File: config.mk
export PLATFORM = sky130hd
export DESIGN_NAME = mmio_mailbox
export DESIGN_NICKNAME = d
export VERILOG_FILES = /design/src/rtl/mmio_mailbox_pkg.sv /design/src/rtl/sync_fifo.sv /design/src/rtl/mmio_mailbox.sv
export SDC_FILE = /design/constraint.sdc
export NUM_CORES = 1
export LEC_CHECK = 0
export CAP_MARGIN = 25
export CORE_MARGIN = 8
export CORE_UTILIZATION = 56
export CTS_BUF_LIST = sky130_fd_sc_hd__clkbuf_16
export CTS_CLUSTER_SIZE = 10
export DETAILED_ROUTE_END_ITERATION = 7
export HOLD_SLACK_MARGIN = 0.03
export PLACE_DENSITY = 0.79
export RECOVER_POWER = 50
export SYNTH_ARGS = -nofsm -noshare
export SYNTH_HDL_FRONTEND = slang
export SYNTH_HIERARCHICAL = 1
export SYNTH_SLANG_ARGS = --single-unit
File: constraint.sdc
create_clock -name clk -period 12.8 [get_ports clk]
set_clock_uncertainty 0.2 [all_clocks]
set_input_delay 1.92 -clock clk [delete_from_list [all_inputs] [get_ports clk]]
set_output_delay 1.92 -clock clk [all_outputs]
set_load 0.005 [all_outputs]
File: src/rtl/mmio_mailbox_pkg.sv
// Shared register map for the MMIO mailbox: register indices, STATUS layout, CTRL bits.
package mmio_mailbox_pkg;

    localparam logic [2:0] REG_TXDATA = 3'd0;
    localparam logic [2:0] REG_RXDATA = 3'd1;
    localparam logic [2:0] REG_STATUS = 3'd2;
    localparam logic [2:0] REG_CTRL   = 3'd3;

    localparam int unsigned STS_TX_COUNT_LSB = 0;
    localparam int unsigned STS_RX_COUNT_LSB = 4;
    localparam int unsigned STS_TX_FULL      = 8;
    localparam int unsigned STS_RX_EMPTY     = 9;
    localparam int unsigned STS_ACC_BUSY     = 10;
    localparam int unsigned STS_DONE         = 11;
    localparam int unsigned STS_OVF_LSB      = 16;
    localparam int unsigned STS_UDF_LSB      = 24;

    localparam int unsigned CTRL_START = 0;
    localparam int unsigned CTRL_FLUSH = 1;
    localparam int unsigned CTRL_CLEAR = 2;

    function automatic logic [7:0] sat_inc8(input logic [7:0] v);
        return (v == 8'hFF) ? v : v + 8'd1;
    endfunction

endpackage

File: src/rtl/sync_fifo.sv
// Single-clock FIFO with combinational head, synchronous flush and occupancy count.
// A push while full is still taken when a pop happens in the same cycle.
module sync_fifo #(
    parameter int unsigned D_WIDTH = 64,
    parameter int unsigned DEPTH   = 8,
    localparam int unsigned AW     = $clog2(DEPTH)
) (
    input  logic               clk,
    input  logic               reset,
    input  logic               push,
    input  logic               pop,
    input  logic               flush,
    input  logic [D_WIDTH-1:0] wdata,
    output logic [D_WIDTH-1:0] rdata,
    output logic               full,
    output logic               empty,
    output logic [AW:0]        count
);

    logic [D_WIDTH-1:0] mem [DEPTH];
    logic [AW-1:0]      wr_ptr;
    logic [AW-1:0]      rd_ptr;
    logic               do_push;
    logic               do_pop;

    assign full    = (count == (AW+1)'(DEPTH));
    assign empty   = (count == '0);
    assign do_pop  = pop && !empty;
    assign do_push = push && (!full || do_pop);
    assign rdata   = mem[rd_ptr];

    // Pointer and count update; flush discards everything ahead of any push/pop.
    always_ff @(posedge clk) begin
        if (reset || flush) begin
            wr_ptr <= '0;
            rd_ptr <= '0;
            count  <= '0;
        end else begin
            if (do_push) wr_ptr <= wr_ptr + AW'(1);
            if (do_pop)  rd_ptr <= rd_ptr + AW'(1);
            if (do_push && !do_pop)
                count <= count + (AW+1)'(1);
            else if (!do_push && do_pop)
                count <= count - (AW+1)'(1);
        end
    end

    // Storage write; the array is not reset since pointers define validity.
    always_ff @(posedge clk) begin
        if (do_push && !flush)
            mem[wr_ptr] <= wdata;
    end

endmodule

File: src/rtl/mmio_mailbox.sv
// MMIO mailbox between the CPU MEM stage and an accelerator: TX/RX FIFOs,
// STATUS/CTRL registers, sticky done flag and saturating error counters.
module mmio_mailbox
    import mmio_mailbox_pkg::*;
#(
    parameter int unsigned D_WIDTH = 64,
    parameter int unsigned DEPTH   = 8
) (
    input  logic               clk,
    input  logic               reset,
    input  logic [9:0]         mem_addr,
    input  logic [D_WIDTH-1:0] mem_wdata,
    input  logic               mem_we,
    input  logic               mem_re,
    output logic [D_WIDTH-1:0] mem_rdata,
    output logic [D_WIDTH-1:0] tx_data,
    output logic               tx_valid,
    input  logic               tx_ready,
    input  logic [D_WIDTH-1:0] rx_data,
    input  logic               rx_valid,
    output logic               rx_ready,
    output logic               acc_start,
    input  logic               acc_busy,
    input  logic               acc_done
);

    localparam int unsigned AW = $clog2(DEPTH);

    logic               in_region;
    logic [2:0]         reg_idx;
    logic               tx_store;
    logic               rx_load;
    logic               ctrl_wr;
    logic               flush;
    logic               tx_full;
    logic               tx_empty;
    logic               rx_full;
    logic               rx_empty;
    logic [AW:0]        tx_count;
    logic [AW:0]        rx_count;
    logic [D_WIDTH-1:0] rx_head;
    logic [D_WIDTH-1:0] status;
    logic [D_WIDTH-1:0] rd_next;
    logic               done_sticky;
    logic [7:0]         ovf_cnt;
    logic [7:0]         udf_cnt;
    logic               unused_addr;

    assign in_region = (mem_addr[9:8] != 2'b00);
    assign reg_idx   = mem_addr[5:3];
    assign tx_store  = mem_we && in_region && (reg_idx == REG_TXDATA);
    assign rx_load   = mem_re && in_region && (reg_idx == REG_RXDATA);
    assign ctrl_wr   = mem_we && in_region && (reg_idx == REG_CTRL);
    assign flush     = ctrl_wr && mem_wdata[CTRL_FLUSH];
    assign tx_valid  = !tx_empty;
    assign rx_ready  = !rx_full;
    assign unused_addr = ^{mem_addr[7:6], mem_addr[2:0]};

    // TX store while full is dropped on the current count, even if a pop frees a slot.
    sync_fifo #(.D_WIDTH(D_WIDTH), .DEPTH(DEPTH)) u_tx_fifo (
        .clk   (clk),
        .reset (reset),
        .push  (tx_store && !tx_full),
        .pop   (tx_ready),
        .flush (flush),
        .wdata (mem_wdata),
        .rdata (tx_data),
        .full  (tx_full),
        .empty (tx_empty),
        .count (tx_count)
    );

    // RX keeps its count at DEPTH when a CPU pop and an arriving word coincide.
    sync_fifo #(.D_WIDTH(D_WIDTH), .DEPTH(DEPTH)) u_rx_fifo (
        .clk   (clk),
        .reset (reset),
        .push  (rx_valid),
        .pop   (rx_load),
        .flush (flush),
        .wdata (rx_data),
        .rdata (rx_head),
        .full  (rx_full),
        .empty (rx_empty),
        .count (rx_count)
    );

    // STATUS word assembled from live FIFO state and sticky flags.
    always_comb begin
        status = '0;
        status[STS_TX_COUNT_LSB +: 4] = 4'(tx_count);
        status[STS_RX_COUNT_LSB +: 4] = 4'(rx_count);
        status[STS_TX_FULL]           = tx_full;
        status[STS_RX_EMPTY]          = rx_empty;
        status[STS_ACC_BUSY]          = acc_busy;
        status[STS_DONE]              = done_sticky;
        status[STS_OVF_LSB +: 8]      = ovf_cnt;
        status[STS_UDF_LSB +: 8]      = udf_cnt;
    end

    // Load data mux; unmapped, write-only and out-of-region reads yield zero.
    always_comb begin
        rd_next = '0;
        if (in_region) begin
            case (reg_idx)
                REG_RXDATA: rd_next = rx_empty ? '0 : rx_head;
                REG_STATUS: rd_next = status;
                default:    rd_next = '0;
            endcase
        end
    end

    // Registered load data, updated only on a load strobe.
    always_ff @(posedge clk) begin
        if (reset)
            mem_rdata <= '0;
        else if (mem_re)
            mem_rdata <= rd_next;
    end

    // Start pulse, sticky done (set beats clear) and saturating error counters.
    always_ff @(posedge clk) begin
        if (reset) begin
            acc_start   <= 1'b0;
            done_sticky <= 1'b0;
            ovf_cnt     <= '0;
            udf_cnt     <= '0;
        end else begin
            acc_start <= ctrl_wr && mem_wdata[CTRL_START];
            if (acc_done)
                done_sticky <= 1'b1;
            else if (ctrl_wr && mem_wdata[CTRL_CLEAR])
                done_sticky <= 1'b0;
            if (ctrl_wr && mem_wdata[CTRL_CLEAR]) begin
                ovf_cnt <= '0;
                udf_cnt <= '0;
            end else begin
                if (tx_store && tx_full) ovf_cnt <= sat_inc8(ovf_cnt);
                if (rx_load && rx_empty) udf_cnt <= sat_inc8(udf_cnt);
            end
        end
    end

endmodule

==> load_flow_metrics.sql, run 1 <==
INSERT INTO impl_metrics (metric_group, metric, value, unit) VALUES
('status', 'outcome', 'finished, violations left', ''),
('status', 'violations_in_the_final_reports', 'max-capacitance violations, max-slew violations', ''),
('worst_setup_path', 'worst-path-max-fanout', '64', ''),
('routing', 'average_wire_length_per_cell_after_detail_routing', '27.3', 'um'),
('synth', 'async_flop_share', '0', '%'),
('synth', 'synth-seq-cells', '1132', ''),
('grt', 'grt-ovfl-total', '0', ''),
('sta', 'maxClockFrequency', '163', 'MHz'),
('grt', 'antenna_violations_before_repair', '45', ''),
('synth', 'postSynthCellCount', '1958', ''),
('sta', 'max_slew.worst_pin.slew', '4.11', 'ns'),
('power_and_ir_drop', 'power_per_cell_area', '166', 'nW/um^2'),
('sta', 'finalCritPeriodShare', '47.9', '%'),
('worst_setup_path', 'worst-endpoint-required', '13.21', 'ns'),
('grt', 'largest_net_degree_at_the_start_of_global_routing', '67', ''),
('layout', 'final_util', '66.9', '%'),
('sta', 'finalHoldViolations', '0', ''),
('sta', 'total_of_endpoints_with_negative_setup_slack_in_the_final_report', '0', ''),
('sta', 'rsz0062_at_grt', 'false', ''),
('placement', 'place.port_buffers', '271', ''),
('layout', 'syn_to_final_growth', '18.4', '%'),
('floorplanning', 'row_count', '101', ''),
('synth', 'synthesis.area', '42900', 'um^2'),
('synth', 'synth_flop_cell', 'sky130_fd_sc_hd__edfxtp_1', ''),
('layout', 'fin_nets', '2463', ''),
('sta', 'relative_max_transition_margin', '-174', '%'),
('synth', 'postSynthNetCount', '2118', ''),
('layout', 'drive_gt1_share', '25.6', '%'),
('synth', 'synthTopCellsByArea', 'sky130_fd_sc_hd__edfxtp_1 (72%), sky130_fd_sc_hd__mux4_2 (13%), sky130_fd_sc_hd__dfxtp_1 (5.0%)', ''),
('sta', 'hold_slack', '0.310', 'ns'),
('clocking', 'ctsHoldBuffers', '0', ''),
('clocking', 'cts_inserted_buffers', '133', ''),
('synth', 'synth_enable_flop_cells', '1024', ''),
('sta', 'timing.final.max_slew_violations', '65', ''),
('synth', 'synth_commonest_cells', 'sky130_fd_sc_hd__edfxtp_1 (1024), sky130_fd_sc_hd__mux4_2 (256), sky130_fd_sc_hd__mux2_2 (128)', ''),
('clocking', 'cts_buffer_depth', '3', ''),
('clocking', 'clk_pin_slew_worst_paths', '0.05', 'ns'),
('synth', 'synthDominantCellAreaShare', '71.7', '%'),
('grt', 'grt_pass1_vias', '22364', ''),
('floorplanning', 'floorplan.die.height', '293', 'um'),
('routing', 'postRouteAntennaNets', '0', ''),
('clocking', 'cts_max_level', '4', ''),
('routing', 'drt_first_iter_violations', '2086', ''),
('routing', 'detailedRoute.firstPassIterationCount', '7', ''),
('worst_setup_path', 'path_class', 'in -> reg', ''),
('floorplanning', 'start_util', '56.5', '%'),
('clocking', 'clock_tree_from_tritoncts', 'done', ''),
('routing', 'detail_route.vias_per_cell', '6.10', ''),
('placement', 'weighted_congestion_at_the_end_of_routability_driven_global_placement', '0.737', ''),
('sta', 'final.min_clock_period', '6.13', 'ns'),
('worst_hold_path', 'hold_class', 'reg -> reg', ''),
('clocking', 'post-cts-setup-buffer-count', '0', ''),
('worst_setup_path', 'critical_path.startpoint_type', 'primary input', ''),
('routing', 'detail_route.drc_violations', '0', ''),
('power_and_ir_drop', 'p_leak', '0.0162', 'uW'),
('routing', 'vias_after_detailed_routing', '20978', ''),
('floorplanning', 'top_level_ports', '277', ''),
('worst_setup_path', 'worstSetupEndpointType', 'flip-flop', ''),
('sta', 'setup_tns', '0', 'ns'),
('job', 'cap_violations', '1', ''),
('synth', 'yosysWarnings', '6', ''),
('synth', 'proportion_of_synthesized_chip_area_in_sequential_cells', '76.7', '%'),
('floorplanning', 'floorplan.die_area', '85700', 'um^2'),
('clocking', 'cts.repair.resized', '0', ''),
('clocking', 'clock_sinks', '1132', ''),
('routing', 'routed_wirelength', '93800', 'um'),
('grt', 'grt_util_all_layers', '21.8', '%'),
('synth', 'synth_top_cell_by_area', 'sky130_fd_sc_hd__edfxtp_1', ''),
('clocking', 'clock_latency_reported_for_the_late_side_of_the_worst_skew_pair', '0.70', 'ns'),
('synth', 'postSynthAreaPerCell', '21.9', 'um^2'),
('floorplanning', 'dieWidth', '293', 'um'),
('grt', 'grt_pass1_wl', '139000', 'um'),
('power_and_ir_drop', 'peakVddDrop', '0.130', 'mV'),
('clocking', 'clock_tree.root_cell', 'sky130_fd_sc_hd__clkbuf_16', ''),
('synth', 'synth_cell_types', '51', ''),
('worst_setup_path', 'arrival', '6.54', 'ns'),
('floorplanning', 'core-area', '75900', 'um^2'),
('synth', 'synth.most_common_cell', 'sky130_fd_sc_hd__edfxtp_1', ''),
('placement', 'post-dp-hpwl', '51700', 'um');
==> area by class of cell <==
cell class	count	area, um^2
diodes	29	72.6
clock buffers	136	3400
clock inverters	75	482
fillers	4647	25200
inverters	17	63.8
multi-input cells	709	9420
flip-flops and latches	1132	32900
well taps	1030	1290
repair buffers	310	3110
==> cells in the final DEF (no fill, tap or decap), types with 3 or more instances in the layout <==
| master | count |
|---|---|
| sky130_fd_sc_hd__edfxtp_1 | 1024 |
| sky130_fd_sc_hd__mux4_2 | 256 |
| sky130_fd_sc_hd__dlygate4sd3_1 | 194 |
| sky130_fd_sc_hd__clkbuf_16 | 136 |
| sky130_fd_sc_hd__mux2_2 | 128 |
| sky130_fd_sc_hd__dfxtp_1 | 102 |
| sky130_fd_sc_hd__nor2_1 | 98 |
| sky130_fd_sc_hd__inv_1 | 77 |
| sky130_fd_sc_hd__clkdlybuf4s50_1 | 76 |
| sky130_fd_sc_hd__a22oi_1 | 36 |
| sky130_fd_sc_hd__buf_4 | 31 |
| sky130_fd_sc_hd__diode_2 | 29 |
| sky130_fd_sc_hd__a222oi_1 | 28 |
| sky130_fd_sc_hd__a21oi_1 | 20 |
| sky130_fd_sc_hd__nand2_1 | 17 |
| sky130_fd_sc_hd__nand3_1 | 13 |
| sky130_fd_sc_hd__ha_1 | 12 |
| sky130_fd_sc_hd__nor2_4 | 12 |
| sky130_fd_sc_hd__xor2_1 | 8 |
| sky130_fd_sc_hd__o21ai_0 | 7 |
| sky130_fd_sc_hd__o31ai_1 | 6 |
| sky130_fd_sc_hd__or4_1 | 6 |
| sky130_fd_sc_hd__mux2i_1 | 6 |
| sky130_fd_sc_hd__inv_16 | 6 |
| sky130_fd_sc_hd__or3_1 | 5 |
| sky130_fd_sc_hd__dfxtp_4 | 5 |
| sky130_fd_sc_hd__buf_16 | 5 |
| sky130_fd_sc_hd__o211ai_1 | 4 |
| sky130_fd_sc_hd__nor4_2 | 4 |
| sky130_fd_sc_hd__xnor2_1 | 4 |
| sky130_fd_sc_hd__nand3b_1 | 3 |
==> routing by layer <==
| metal | wire (um) | GRT usage (%) | share of wire [%] | vias to the layer above |
|---|---|---|---|---|
| met5 | 130 | 0 | 0.14 | - |
| met3 | 7760 | 5.88 | 8.3 | 210 |
| met2 | 47700 | 36.7 | 51 | 952 |
| met1 | 35500 | 27.0 | 38 | 10893 |
| met4 | 2710 | 8.55 | 2.9 | 20 |
| li1 | - | - | - | 8903 |
==> worst max-delay path, cell delays in order <==
cell and delay (ns):
sky130_fd_sc_hd__dlygate4sd3_1 0.60, sky130_fd_sc_hd__inv_1 0.13, sky130_fd_sc_hd__clkbuf_1 2.88, sky130_fd_sc_hd__a222oi_1 0.59, sky130_fd_sc_hd__nor2_1 0.37
==> report_power, final <==
| part | switching (uW) | total [uW] | internal (uW) |
|---|---|---|---|
| registers | 66.2 | 4200 | 4140 |
| logic | 404 | 873 | 470 |
| clock network | 1410 | 3350 | 1940 |
| total | 1880 | 8420 | 6540 |
==> flip-flops by register name, indices dropped and copies added, names as in the netlist, named ones only <==
| register | flops |
|---|---|
| acc_start | 1 |
| done_sticky | 1 |
| mem_rdata | 64 |
| ovf_cnt | 8 |
| u_rx_fifo/count | 4 |
| u_rx_fifo/mem | 512 |
| u_rx_fifo/rd_ptr | 3 |
| u_rx_fifo/wr_ptr | 3 |
| u_tx_fifo/count | 4 |
| u_tx_fifo/mem | 512 |
| u_tx_fifo/rd_ptr | 3 |
| u_tx_fifo/wr_ptr | 3 |
| udf_cnt | 8 |
==> metrics by stage <==
| step | cells | setup WS (ns) | area [um^2] | total power, uW |
|---|---|---|---|---|
| finish | 3438 | 6.67 | 50800 | 8420 |
| global route | 3425 | 6.66 | 50700 | 8690 |
| CTS | 3407 | 6.50 | 50700 | 8490 |
| detailed placement | 3196 | 6.81 | 46800 | 5160 |
| global placement | 3191 | 6.88 | 46700 | 5120 |
| floorplan | 1958 | 3.05 | 42900 | 4810 |
==> kinds of logic (layout without fill, tap and decap cells) <==
group,after synthesis,count (layout),synth area share [%]
compound gates,116,116,2.14
xor+xnor,12,12,0.245
fa+ha+maj,14,14,0.443
buf+inv,117,538,1.55
flops,1132,1132,76.7
mux,390,390,16.9
other cells,0,29,0
simple gates,177,177,1.95
==> worst paths after layout <==
| kind | slack [ns] | depth (start not counted) | end | startpoint |
|---|---|---|---|---|
| worst max register to register | 8.71 | 7 | mem_rdata[7]$_SDFFE_PP0P_ | flip-flop |
| worst min-delay path | 0.31 | 2 | mem_rdata[58]$_SDFFE_PP0P_ | mem_rdata[58]$_SDFFE_PP0P_ |
| worst min register to register | 0.31 | 2 | mem_rdata[58]$_SDFFE_PP0P_ | mem_rdata[58]$_SDFFE_PP0P_ |
| worst max-delay path | 6.67 | 5 | mem_rdata[23]$_SDFFE_PP0P_ | mem_re |
No activity file was read; power rests on OpenSTA's default activity.
==> inputs of run 2 (changes only) <==
Clock period 12.8 ns to 6.13 ns, I/O delays scaled along.
==> run 2 against run 1 <==
  * The run still ends with max-capacitance violations, max-slew violations left
  * Total power rose by 110%
  * Die area did not move
  * First-iteration DRC count rose by 0.77%
  * Sequential power rose by 110%
  * Clock power rose by 100%
  * Largest cell class unchanged
  * Hold slack got worse by 0.013 ns
  * Core utilization barely moved
  * Sequential share of layout area barely moved
  * Via count rose by 0.20%
  * Clock-buffer cell count fell by 4
  * Setup slack got worse by 5.2 ns
==> load_flow_metrics.sql, run 2 (synthesis results as in run 1) <==
INSERT INTO impl_metrics (metric_group, metric, value, unit) VALUES
('status', 'outcome', 'finished, violations left', ''),
('status', 'violations_in_the_final_reports', 'max-capacitance violations, max-slew violations', ''),
('grt', 'grt_util_all_layers', '22.0', '%'),
('worst_setup_path', 'setup.reg_to_reg.worst_slack', '1.43', 'ns'),
('sta', 'rsz0062_at_grt', 'false', ''),
('sta', 'hold_slack', '0.297', 'ns'),
('floorplanning', 'row_count', '101', ''),
('placement', 'place.port_buffers', '271', ''),
('sta', 'finalHoldViolations', '0', ''),
('layout', 'drive_gt1_share', '25.5', '%'),
('worst_setup_path', 'critical_path.startpoint_type', 'flip-flop', ''),
('clocking', 'clock_tree.root_cell', 'sky130_fd_sc_hd__clkbuf_16', ''),
('clocking', 'clock_tree_from_tritoncts', 'done', ''),
('floorplanning', 'floorplan.die_area', '85700', 'um^2'),
('layout', 'fin_nets', '2466', ''),
('floorplanning', 'floorplan.die.height', '293', 'um'),
('routing', 'drt_first_iter_violations', '2102', ''),
('layout', 'syn_to_final_growth', '18.3', '%'),
('worst_setup_path', 'worst-path-max-fanout', '91', ''),
('sta', 'relative_max_transition_margin', '-86.8', '%'),
('floorplanning', 'core-area', '75900', 'um^2'),
('routing', 'detail_route.drc_violations', '0', ''),
('clocking', 'cts.repair.resized', '0', ''),
('worst_setup_path', 'ff_to_ff_path_depth', '5', ''),
('routing', 'vias_after_detailed_routing', '21019', ''),
('layout', 'reg.largest.list', 'u_rx_fifo/mem (512), u_tx_fifo/mem (512), mem_rdata (64)', ''),
('placement', 'post-dp-hpwl', '52700', 'um'),
('worst_hold_path', 'hold-path-endpoint', 'u_tx_fifo/wr_ptr[0]$_SDFFE_PP0N_', ''),
('sta', 'total_of_endpoints_with_negative_setup_slack_in_the_final_report', '0', ''),
('clocking', 'clk_pin_slew_worst_paths', '0.06', 'ns'),
('layout', 'most_frequent_standard_cell_in_the_layout_excluding_fill_and_tap_cells', 'sky130_fd_sc_hd__edfxtp_1', ''),
('power_and_ir_drop', 'peakVddDrop', '0.300', 'mV'),
('routing', 'detailedRoute.firstPassIterationCount', '6', ''),
('clocking', 'cts_inserted_buffers', '132', ''),
('routing', 'postRouteAntennaNets', '0', ''),
('floorplanning', 'dieWidth', '293', 'um'),
('grt', 'largest_net_degree_at_the_start_of_global_routing', '92', ''),
('placement', 'placedCellCount', '3202', ''),
('sta', 'timing.final.max_slew_violations', '84', ''),
('power_and_ir_drop', 'fin_total_pwr', '17400', 'uW'),
('sta', 'max_slew.worst_pin.slew', '2.80', 'ns'),
('layout', 'final_cell_mix', 'sky130_fd_sc_hd__edfxtp_1 (1024), sky130_fd_sc_hd__mux4_2 (256), sky130_fd_sc_hd__dlygate4sd3_1 (194), sky130_fd_sc_hd__clkbuf_16 (132), sky130_fd_sc_hd__mux2_2 (124)', ''),
('grt', 'antenna_violations_before_repair', '34', ''),
('sta', 'finalCritPeriodShare', '76.7', '%'),
('routing', 'average_wire_length_per_cell_after_detail_routing', '27.6', 'um'),
('power_and_ir_drop', 'p_leak', '0.0162', 'uW'),
('routing', 'detail_route.vias_per_cell', '6.13', ''),
('sta', 'setup_tns', '0', 'ns'),
('worst_setup_path', 'arrival', '4.97', 'ns'),
('floorplanning', 'top_level_ports', '277', ''),
('clocking', 'clock_latency_reported_for_the_late_side_of_the_worst_skew_pair', '0.71', 'ns'),
('placement', 'weighted_congestion_at_the_end_of_routability_driven_global_placement', '0.754', ''),
('sta', 'maxClockFrequency', '213', 'MHz'),
('clocking', 'cts_max_level', '4', ''),
('placement', 'detailed_place.area', '47000', 'um^2'),
('grt', 'grt_pass1_wl', '141000', 'um'),
('worst_setup_path', 'regToRegEndpoint', 'mem_rdata[8]$_SDFFE_PP0P_', ''),
('worst_setup_path', 'worst-endpoint-required', '6.40', 'ns'),
('clocking', 'post-cts-setup-buffer-count', '0', ''),
('grt', 'grt-ovfl-total', '0', ''),
('clocking', 'ctsHoldBuffers', '0', ''),
('worst_hold_path', 'hold_path_depth', '2', ''),
('clocking', 'cts_buffer_depth', '3', ''),
('clocking', 'clock_sinks', '1132', ''),
('worst_setup_path', 'worstSetupEndpointType', 'flip-flop', ''),
('worst_setup_path', 'path_class', 'reg -> reg', ''),
('sta', 'final.min_clock_period', '4.70', 'ns'),
('job', 'cap_violations', '2', ''),
('layout', 'final_design_area_no_fill', '50700', 'um^2'),
('power_and_ir_drop', 'power_per_cell_area', '343', 'nW/um^2'),
('worst_hold_path', 'hold_path.startpoint', 'u_tx_fifo/wr_ptr[0]$_SDFFE_PP0N_', ''),
('grt', 'grt_pass1_vias', '22517', ''),
('floorplanning', 'start_util', '56.5', '%'),
('routing', 'routed_wirelength', '94800', 'um'),
('worst_hold_path', 'hold_class', 'reg -> reg', ''),
('layout', 'layout.cells.non_filler', '3429', '');
==> run 2: critical path, stage by stage, from the launching register on <==
cell                       delay (ns)
sky130_fd_sc_hd__dfxtp_1         2.20
sky130_fd_sc_hd__buf_12          0.64
sky130_fd_sc_hd__mux4_2          0.60
sky130_fd_sc_hd__mux2_2          0.29
sky130_fd_sc_hd__a222oi_1        0.37
sky130_fd_sc_hd__nor2_1          0.08
==> run 2: power breakdown <==
part,leakage (uW),switching [uW],total [uW],internal (uW)
clock,0.00203,2900,6790,3890
sequential,0.0101,170,8810,8640
combinational,0.00400,821,1790,968
total,0.0162,3890,17400,13500
==> run 2: stage by stage <==
step                setup WS, ns  utilization [%]
finish                      1.43             66.8
global route                1.02             66.8
CTS                         1.57             66.8
detailed placement          1.49             61.8
global placement            1.60             61.8
floorplan                 0.0915                -
==> run 2: worst max path at each step <==
stage / from / end / cells past startpoint
after global routing: flip-flop / mem_rdata[9]$_SDFFE_PP0P_ / 6
final: flip-flop / mem_rdata[8]$_SDFFE_PP0P_ / 5
after detailed placement: mem_we / u_tx_fifo/mem[3][36]$_DFFE_PP_ / 8
after floorplan: mem_we / u_tx_fifo/mem[1][0]$_DFFE_PP_ / 6
after CTS: flip-flop / tx_data[25] / 4
after global placement: mem_we / u_tx_fifo/mem[3][20]$_DFFE_PP_ / 8
==> run 2: final cells by class <==
type                       instances  area, um^2
timing repair buffer             314        3190
clock buffer                     132        3300
clock inverter                    73         459
sequential                      1132       32900
antenna                           22        55.1
inverter                          17        63.8
tap                             1030        1290
multi-input combinational        709        9460
fill                            4646       25200
==> run 2: per-layer routing <==
metal / track usage (%) / vias up / wire (um)
met1: 27.2 / 10985 / 35100
met3: 6.03 / 196 / 7730
met2: 37.6 / 915 / 49400
li1: - / 8913 / -
met4: 7.71 / 10 / 2480
met5: 0 / - / 64
==> inputs of run 3 (changes only) <==
Settings changed: CORE_UTILIZATION 56 to 53, PLACE_DENSITY 0.79 to 0.78.
Clock period 6.13 ns to 4.01 ns, I/O delays scaled along.
==> run 3 against run 2 <==
  * The flow still finishes with violations (max-capacitance violations, max-slew violations)
  * Sequential share of layout area is 0.57 points lower
  * Hold slack got worse by 0.21 ns
  * Setup slack got worse by 1.2 ns
  * Sequential power increased by 52%
  * Die area grew 5.3%
  * Sequential cell count unchanged
  * Non-clock buffer count up 12
  * Final area up 0.90%
  * Critical endpoint is now tx_data[57]
  * Highest routed layer unchanged
==> load_flow_metrics.sql, run 3 (synthesis results as in run 1) <==
INSERT INTO impl_metrics (metric_group, metric, value, unit) VALUES
('status', 'outcome', 'finished, violations left', ''),
('status', 'violations_in_the_final_reports', 'max-capacitance violations, max-slew violations', ''),
('sta', 'total_of_endpoints_with_negative_setup_slack_in_the_final_report', '0', ''),
('grt', 'antenna_violations_before_repair', '33', ''),
('layout', 'reg.largest.list', 'u_rx_fifo/mem (512), u_tx_fifo/mem (512), mem_rdata (64)', ''),
('layout', 'final_design_area_no_fill', '51200', 'um^2'),
('floorplanning', 'floorplan.die.height', '300', 'um'),
('routing', 'drt_first_iter_violations', '1860', ''),
('sta', 'finalHoldViolations', '0', ''),
('layout', 'layout.cells.non_filler', '3461', ''),
('floorplanning', 'core-area', '80300', 'um^2'),
('worst_setup_path', 'critical_path.startpoint_type', 'flip-flop', ''),
('floorplanning', 'row_count', '104', ''),
('clocking', 'clock_tree_from_tritoncts', 'done', ''),
('placement', 'place.port_buffers', '271', ''),
('layout', 'final_util', '63.8', '%'),
('power_and_ir_drop', 'internal_power', '20800', 'uW'),
('grt', 'largest_net_degree_at_the_start_of_global_routing', '66', ''),
('power_and_ir_drop', 'peakVddDrop', '0.408', 'mV'),
('sta', 'timing.final.max_slew_violations', '35', ''),
('clocking', 'cts_max_level', '4', ''),
('routing', 'postRouteAntennaNets', '0', ''),
('routing', 'detail_route.drc_violations', '0', ''),
('routing', 'detailedRoute.firstPassIterationCount', '7', ''),
('clocking', 'clock_tree.root_cell', 'sky130_fd_sc_hd__clkbuf_16', ''),
('routing', 'routed_wirelength', '94200', 'um'),
('worst_setup_path', 'worst-endpoint-required', '3.21', 'ns'),
('sta', 'rsz0062_at_grt', 'false', ''),
('power_and_ir_drop', 'comb_power_share', '10.9', '%'),
('grt', 'grt_pass1_vias', '22297', ''),
('clocking', 'clock_sinks', '1132', ''),
('routing', 'average_wire_length_per_cell_after_detail_routing', '27.2', 'um'),
('layout', 'drive_gt1_share', '26.2', '%'),
('sta', 'maxClockFrequency', '265', 'MHz'),
('worst_setup_path', 'worst-path-max-fanout', '43', ''),
('routing', 'vias_after_detailed_routing', '20949', ''),
('clocking', 'clock_latency_reported_for_the_late_side_of_the_worst_skew_pair', '0.71', 'ns'),
('floorplanning', 'dieWidth', '300', 'um'),
('layout', 'final_cell_mix', 'sky130_fd_sc_hd__edfxtp_1 (1024), sky130_fd_sc_hd__mux4_2 (256), sky130_fd_sc_hd__dlygate4sd3_1 (183), sky130_fd_sc_hd__clkbuf_16 (133), sky130_fd_sc_hd__mux2_2 (128)', ''),
('sta', 'finalCritPeriodShare', '94.1', '%'),
('power_and_ir_drop', 'fin_total_pwr', '26800', 'uW'),
('layout', 'most_frequent_standard_cell_in_the_layout_excluding_fill_and_tap_cells', 'sky130_fd_sc_hd__edfxtp_1', ''),
('placement', 'placedCellCount', '3243', ''),
('power_and_ir_drop', 'switching_power_as_a_share_of_total_power', '22.5', '%'),
('clocking', 'cts_inserted_buffers', '131', ''),
('power_and_ir_drop', 'power_switching', '6030', 'uW'),
('power_and_ir_drop', 'power.clock.fraction', '39.2', '%'),
('placement', 'detailed_place.area', '47300', 'um^2'),
('placement', 'post-dp-hpwl', '52700', 'um'),
('layout', 'fin_nets', '2477', ''),
('power_and_ir_drop', 'p_leak', '0.0163', 'uW'),
('grt', 'grt-ovfl-total', '0', ''),
('placement', 'pre_cts_slack', '0.394', 'ns'),
('worst_setup_path', 'arrival', '2.97', 'ns'),
('worst_setup_path', 'worstSetupEndpointType', 'output pin', ''),
('placement', 'weighted_congestion_at_the_end_of_routability_driven_global_placement', '0.746', ''),
('clocking', 'cts_buffer_depth', '3', ''),
('clocking', 'cts.repair.resized', '0', ''),
('worst_hold_path', 'hold_path.startpoint', 'reset', ''),
('sta', 'relative_max_transition_margin', '-33.4', '%'),
('grt', 'grt_pass1_wl', '140000', 'um'),
('sta', 'final.min_clock_period', '3.77', 'ns'),
('grt', 'grt_util_all_layers', '20.8', '%'),
('job', 'cap_violations', '1', ''),
('sta', 'max_slew.worst_pin.slew', '2.00', 'ns'),
('routing', 'detail_route.vias_per_cell', '6.05', ''),
('power_and_ir_drop', 'power_per_cell_area', '524', 'nW/um^2'),
('worst_hold_path', 'hold_class', 'in -> reg', ''),
('power_and_ir_drop', 'pwr-share-seq', '50.0', '%'),
('floorplanning', 'top_level_ports', '277', ''),
('clocking', 'clk_pin_slew_worst_paths', '0.05', 'ns'),
('sta', 'timing.final.ws_setup', '0.237', 'ns'),
('worst_setup_path', 'path_class', 'reg -> out', ''),
('floorplanning', 'start_util', '53.4', '%'),
('layout', 'syn_to_final_growth', '19.4', '%'),
('floorplanning', 'floorplan.die_area', '90300', 'um^2');
## run 3: changes by cell type in the layout (fill, tap and decap cells not counted), moves of 4 or more
| cell | previous run | this run |
|---|---|---|
| sky130_fd_sc_hd__diode_2 | 22 | 14 |
| sky130_fd_sc_hd__mux2_1 | 4 | 0 |
| sky130_fd_sc_hd__inv_6 | 4 | 0 |
| sky130_fd_sc_hd__buf_4 | 27 | 20 |
| sky130_fd_sc_hd__mux2_2 | 124 | 128 |
| sky130_fd_sc_hd__dlygate4sd3_1 | 194 | 183 |
| sky130_fd_sc_hd__clkdlybuf4s50_1 | 76 | 87 |
| sky130_fd_sc_hd__buf_12 | 12 | 29 |
| sky130_fd_sc_hd__clkinv_16 | 2 | 7 |
## run 3: power groups by stage
stage                     registers (uW)  clock network, uW  logic, uW
final                              13400              10500       2910
after global routing               13400              11200       3120
after CTS                          13400              10700       2990
after detailed placement           13700                  0       2920
after global placement             13600                  0       2860
after floorplan                    13600                  0       1790
## run 3: worst paths after layout
kind                               end  slack (ns)  depth (start not counted)
min reg2reg   done_sticky$_SDFFE_PP0P_        0.29                          2
max                        tx_data[57]        0.24                          4
max reg2reg  mem_rdata[1]$_SDFFE_PP0P_        0.50                          5
min               acc_start$_SDFF_PP0_        0.09                          2
## run 3: timing repair
action | 4_1_cts | 5_1_grt
hold buffers | 0 | 0
setup endpoints to repair | 3 | 0
buffers inserted | 1 | 0
## run 3: layer usage
layer | global-route usage [%] | share of wire, % | vias to the layer above
li1 | - | - | 8895
met1 | 26.5 | 38 | 10880
met2 | 35.1 | 51 | 966
met3 | 5.55 | 8.9 | 192
met4 | 5.94 | 2.3 | 16
met5 | 0 | 0.11 | -
## run 3: final cells by class
cell class,instances,area [um^2]
clock buffers,133,3330
well taps,1060,1330
flip-flops and latches,1132,32900
multi-input cells,709,9500
fillers,5114,29100
repair buffers,326,3490
inverters,17,63.8
diodes,14,35.0
clock inverters,70,526
## run 3: worst max-delay path: stages (launching register included)
cell and delay [ns]:
sky130_fd_sc_hd__dfxtp_4 0.82, sky130_fd_sc_hd__buf_4 0.34, sky130_fd_sc_hd__mux4_2 0.33, sky130_fd_sc_hd__mux2_2 0.30, sky130_fd_sc_hd__clkdlybuf4s50_1 0.47
## run 3: through the flow
stage,hold slack (ns),TNS [ns]
global placement,0.277,0
global route,0.0770,0
detailed placement,0.284,0
CTS,0.0609,0
floorplan,0.226,-307.16
finish,0.0888,0
==> RTL change 1 (flow settings as in run 1) <==
One comparison of `count` changes from == to >=.
--- a/src/rtl/sync_fifo.sv
+++ b/src/rtl/sync_fifo.sv
@@ -23,7 +23,7 @@
     logic               do_push;
     logic               do_pop;
 
-    assign full    = (count == (AW+1)'(DEPTH));
+    assign full    = (count >= (AW+1)'(DEPTH));
     assign empty   = (count == '0);
     assign do_pop  = pop && !empty;
     assign do_push = push && (!full || do_pop);
Behaviour: same outputs for any inputs over 4 cycles, from zero or initial values and one cycle with reset high; that may be too few to reach the edited logic, so the function may still have changed.
==> RTL change 1 against run 1 <==
The run still ends with capacitance limit, slew limit left; routed wire length is 1.2% higher; register-to-register slack lost 0.14 ns; area after synthesis hardly changed; design area shrank 0.25%; total power up 4.0%; sequential cell count is the same; critical path depth up 1; via count grew 0.44%; cell count fell by 1.7%; critical path type is now reg2out; worst setup slack improved by 0.22 ns.
==> RTL change 1: results (changes against run 1) <==
* Worst r2r dst: u_tx_fifo/mem[3][57]$_DFFE_PP_
* R2R depth at 6 (-1)
* Slew @ Worst Pin at 3.76 ns (-0.344 ns)
* Largest net degree at the start of global routing at 75 (+12%)
* Worst hold endpoint: u_tx_fifo/wr_ptr[0]$_SDFFE_PP0N_
* Routability Congestion at 0.747 (+1.4%)
* Mean routed wirelength per cell at 28.1 µm (+2.9%)
* Slack of the worst reg-to-reg path at 8.57 ns (-0.14 ns)
* Pins over their slew limit at 70 (+7.7%)
* Pre-CTS WS at 6.34 ns (-0.468 ns)
* Number of global-route vias before repair at 22000 (-1.5%)
* DP Area at 46600 µm² (-0.31%)
* Fill cells at 4612 (-0.75%)
* Hold WS at 0.296 ns (-0.0146 ns)
* Mux share of post-synthesis cell area at 17.0% (about the same)
* Initial antenna violation count at 31 (-31%)
* Max Cap Violations at 2 (+1)
* First DRT Iteration DRCs at 1935 (-7.2%)
* Status: complete, but fails checks
* Crit path largest cell delay at 0.65 ns (-2.23 ns)
* Post-synth net total at 2116 (-0.094%)
* Adder-Cell Fraction of Synth Area at 0.444% (about the same)
* Most area-consuming cells after synthesis: edfxtp_1 (72%), mux4_2 (13%), dfxtp_1 (5.0%)
* Arrival time worst endpoint at 3.80 ns (-2.74 ns)
* Leakage at 16.1 nW (-0.75%)
* Tap Cells at 978 (-5.0%)
* CP max stage cell: dfxtp_4
* Top FF cell, synth: edfxtp_1
* Via count at 21100 (+0.44%)
* Distinct cells, synth at 49 (-3.9%)
* Hold path start: u_tx_fifo/wr_ptr[0]$_SDFFE_PP0N_
* Clock-cell share at 7.73% (+0.083 points)
* Failing checks: capacitance limit, slew limit
* Tot GR Track Use at 21.9% (+0.17 points)
* Fraction of area in multi-input gates at 18.5% (-0.053 points)
* Inst Count DP at 3143 (-1.7%)
* Post-synthesis xor/xnor area fraction at 0.245% (about the same)
* Multi-input gates at 707 (-0.28%)
* Crit path max-delay family: buffers and inverters
* Seq/Total Area, Yosys at 76.8% (about the same)
* Mapped Cells at 1956 (-0.10%)
* Nets at 2462 (-0.041%)
* Number of non-clock buffers at 314 (+1.3%)
* Non-clock buffering overhead at 6.11% (-0.019 points)
==> RTL change 1: changes by cell type after synthesis <==
cell,delta
buf_4,-1
buf_6,+1
clkbuf_1,+2
inv_1,-2
nand2b_1,+2
nand2b_2,-2
o21ai_0,+2
o21ai_2,-2
or4b_1,-2
==> RTL change 1: report_power, final <==
| group | leakage (nW) | switching, mW | internal [mW] |
|---|---|---|---|
| Combinational | 3.86 | 0.520 | 0.660 |
| Clock | 2.10 | 1.43 | 1.89 |
| Sequential | 10.1 | 0.0943 | 4.16 |
| Total | 16.1 | 2.05 | 6.71 |
==> RTL change 1: tightest hold or removal path: cells and delay by family (launching register included) <==
family	cells	cell delay, ns
flip-flops	1	0.33
AND/OR/NAND/NOR	1	0.06
AO/OA/AOI/OAI	1	0.05
==> RTL change 1: worst max path at each step <==
stage / start / endpoint / cells after the start
after floorplan: mem_we / u_tx_fifo/mem[0][0]$_DFFE_PP_ / 6
after global placement: mem_we / u_tx_fifo/mem[2][57]$_DFFE_PP_ / 8
after detailed placement: mem_we / u_tx_fifo/mem[3][57]$_DFFE_PP_ / 8
after CTS: flip-flop / tx_data[6] / 6
after global routing: flip-flop / tx_data[6] / 6
final: flip-flop / tx_data[6] / 6
==> RTL change 1: layer usage <==
| layer | vias up | GRT usage [%] | wire length [µm] |
|---|---|---|---|
| li1 | 8884 | - | - |
| met1 | 11000 | 27.8 | 35700 |
| met2 | 981 | 37.9 | 49400 |
| met3 | 158 | 5.03 | 7630 |
| met4 | 14 | 6.64 | 2090 |
| met5 | - | 0 | 86 |
==> RTL change 2 (flow settings as in run 1) <==
Made on the original files. `DEPTH` is set to 8 in 2 places; all go to 4.
--- a/src/rtl/sync_fifo.sv
+++ b/src/rtl/sync_fifo.sv
@@ -2,7 +2,7 @@
 // A push while full is still taken when a pop happens in the same cycle.
 module sync_fifo #(
     parameter int unsigned D_WIDTH = 64,
-    parameter int unsigned DEPTH   = 8,
+    parameter int unsigned DEPTH   = 4,
     localparam int unsigned AW     = $clog2(DEPTH)
 ) (
     input  logic               clk,
--- a/src/rtl/mmio_mailbox.sv
+++ b/src/rtl/mmio_mailbox.sv
@@ -4,7 +4,7 @@
     import mmio_mailbox_pkg::*;
 #(
     parameter int unsigned D_WIDTH = 64,
-    parameter int unsigned DEPTH   = 8
+    parameter int unsigned DEPTH   = 4
 ) (
     input  logic               clk,
     input  logic               reset,
Check against the original RTL: same outputs for any inputs over 4 cycles, from zero or initial values and one cycle with reset high; that may be too few to reach the edited logic, so the function may still have changed.
==> RTL change 2 against run 1 <==
The run still ends with capacitance limit, slew limit left; routed wire length down 49%; sequential share of layout area decreased by 2.4 points; core utilization is 3.1 points higher; worst setup slack worse by 0.17 ns; area after synthesis is 47% lower; maximum frequency is 2.8% lower; sequential cell count down 520; total power down 44%; critical path depth is 1 higher; design area fell by 45%; critical path type unchanged.
==> RTL change 2: results (changes against run 1) <==
* Status: complete, but fails checks
* Failing checks: capacitance limit, slew limit
* Post-DP HPWL at 28100 µm (-46%)
* M1 wire length at 18700 µm (-47%)
* Fin cells at 1981 (-42%)
* Leakage at 9.26 nW (-43%)
* Pre-CTS WS at 7.44 ns (+0.635 ns)
* Htree depth at 3 (-1)
* DRT Pass-1 Iters at 6 (-1)
* Layout cells sized above 1 at 16.7% (-8.8 points)
* First DRT Iteration DRCs at 1175 (-44%)
* Arrival time worst endpoint at 6.61 ns (+0.07 ns)
* First-pass GRT wire length at 73600 µm (-47%)
* Comb pwr share at 12.6% (+2.2 points)
* Worst r2r dst: mem_rdata[17]$_SDFFE_PP0P_
* Worst-path maximum fanout at 55 (-14%)
* Mean post-synth cell area at 20.6 µm² (-6.0%)
* Sw Pwr at 1.03 mW (-45%)
* Met2 Use GR at 33.3% (-3.3 points)
* Seq pwr at 2.30 mW (-45%)
* Most area-consuming cells after synthesis: edfxtp_1 (68%), mux4_2 (13%), dfxtp_1 (8.9%)
* GRT met3 Usage at 6.12% (+0.23 points)
* Largest net degree at the start of global routing at 71 (+6.0%)
* Hold path depth at 2 (unchanged)
* Inst Count DP at 1854 (-42%)
* Post-synth net total at 1257 (-41%)
* # DRC at 0 (unchanged)
* Routability Congestion at 0.782 (+6.1%)
* Distinct cells, synth at 42 (-18%)
* Number of enable flip-flop cells after synthesis at 512 (-50%)
* Hold WS at 0.303 ns (-0.00710 ns)
* Met2 routed WL at 23900 µm (-50%)
* DR vias/cell at 5.97 (-2.2%)
* Number of global-route vias before repair at 12200 (-45%)
* Slack of the worst reg-to-reg path at 7.78 ns (-0.93 ns)
* Crit path largest cell delay at 2.29 ns (-0.59 ns)
* Origin of the critical flop-to-flop path: u_rx_fifo/count[0]$_SDFFE_PP0P_
* Max Freq at 159 MHz (-2.8%)
* Met3 wire length at 4450 µm (-43%)
* Seq/Total Area, Yosys at 76.9% (+0.16 points)
* Worst slew margin at -111% (+63 points)
* R2R depth at 5 (-2)
* Post-CTS Resized at 0 (unchanged)
* Pins over their slew limit at 56 (-14%)
* Regs by FF count: u_rx_fifo/mem (256), u_tx_fifo/mem (256), mem_rdata (64)
* Hold path start: ovf_cnt[6]$_SDFFE_PP0P_
* GR Layer Usage met1 at 26.1% (-0.85 points)
* Num CTS Buffers at 71 (-47%)
* PwrDens at 168 nW/µm² (+1.2%)
* Max Cap Violations at 1 (unchanged)
* Initial antenna violation count at 16 (-64%)
* Tot GR Track Use at 20.4% (-1.4 points)
* Nets at 1562 (-37%)
* Worst setup path startpoint: mem_addr[5]
* Total routed wirelength at 48300 µm (-49%)
* Worst hold endpoint: ovf_cnt[6]$_SDFFE_PP0P_
* Clock Latency Late Sink at 0.58 ns (-0.12 ns)
* Commonest cells in the netlist: edfxtp_1 (512), mux4_2 (128), dfxtp_1 (100)
* IR Drop Worst-Case VDD at 0.000141 V (+9.1%)
* DP Area at 25800 µm² (-45%)
RTL change 2: cell types whose count changed after synthesis, moves of 10 or more:
cell	delta
nor3b_1	+10
nand2_1	-12
edfxtp_1	-512
buf_1	-18
mux2_2	-128
nor2_1	-29
clkbuf_1	-20
mux4_2	-128
RTL change 2: layout make-up:
class | count | area [µm²]
clock inverters | 44 | 206
inverters | 17 | 63.8
fillers | 2499 | 12000
flip-flops and latches | 612 | 17400
clock buffers | 75 | 1880
repair buffers | 288 | 2850
diodes | 8 | 20.0
well taps | 525 | 657
multi-input cells | 412 | 4800
RTL change 2: logic make-up after synthesis:
group | Yosys count | share of synthesized area, %
buffers and inverters | 73 | 1.87
AOI/OAI and AO/OA | 111 | 3.72
and+or+nand+nor | 145 | 3.35
muxes | 132 | 12.9
DFF | 612 | 76.9
xor gates and xnor gates | 10 | 0.388
adders and majority gates | 14 | 0.842
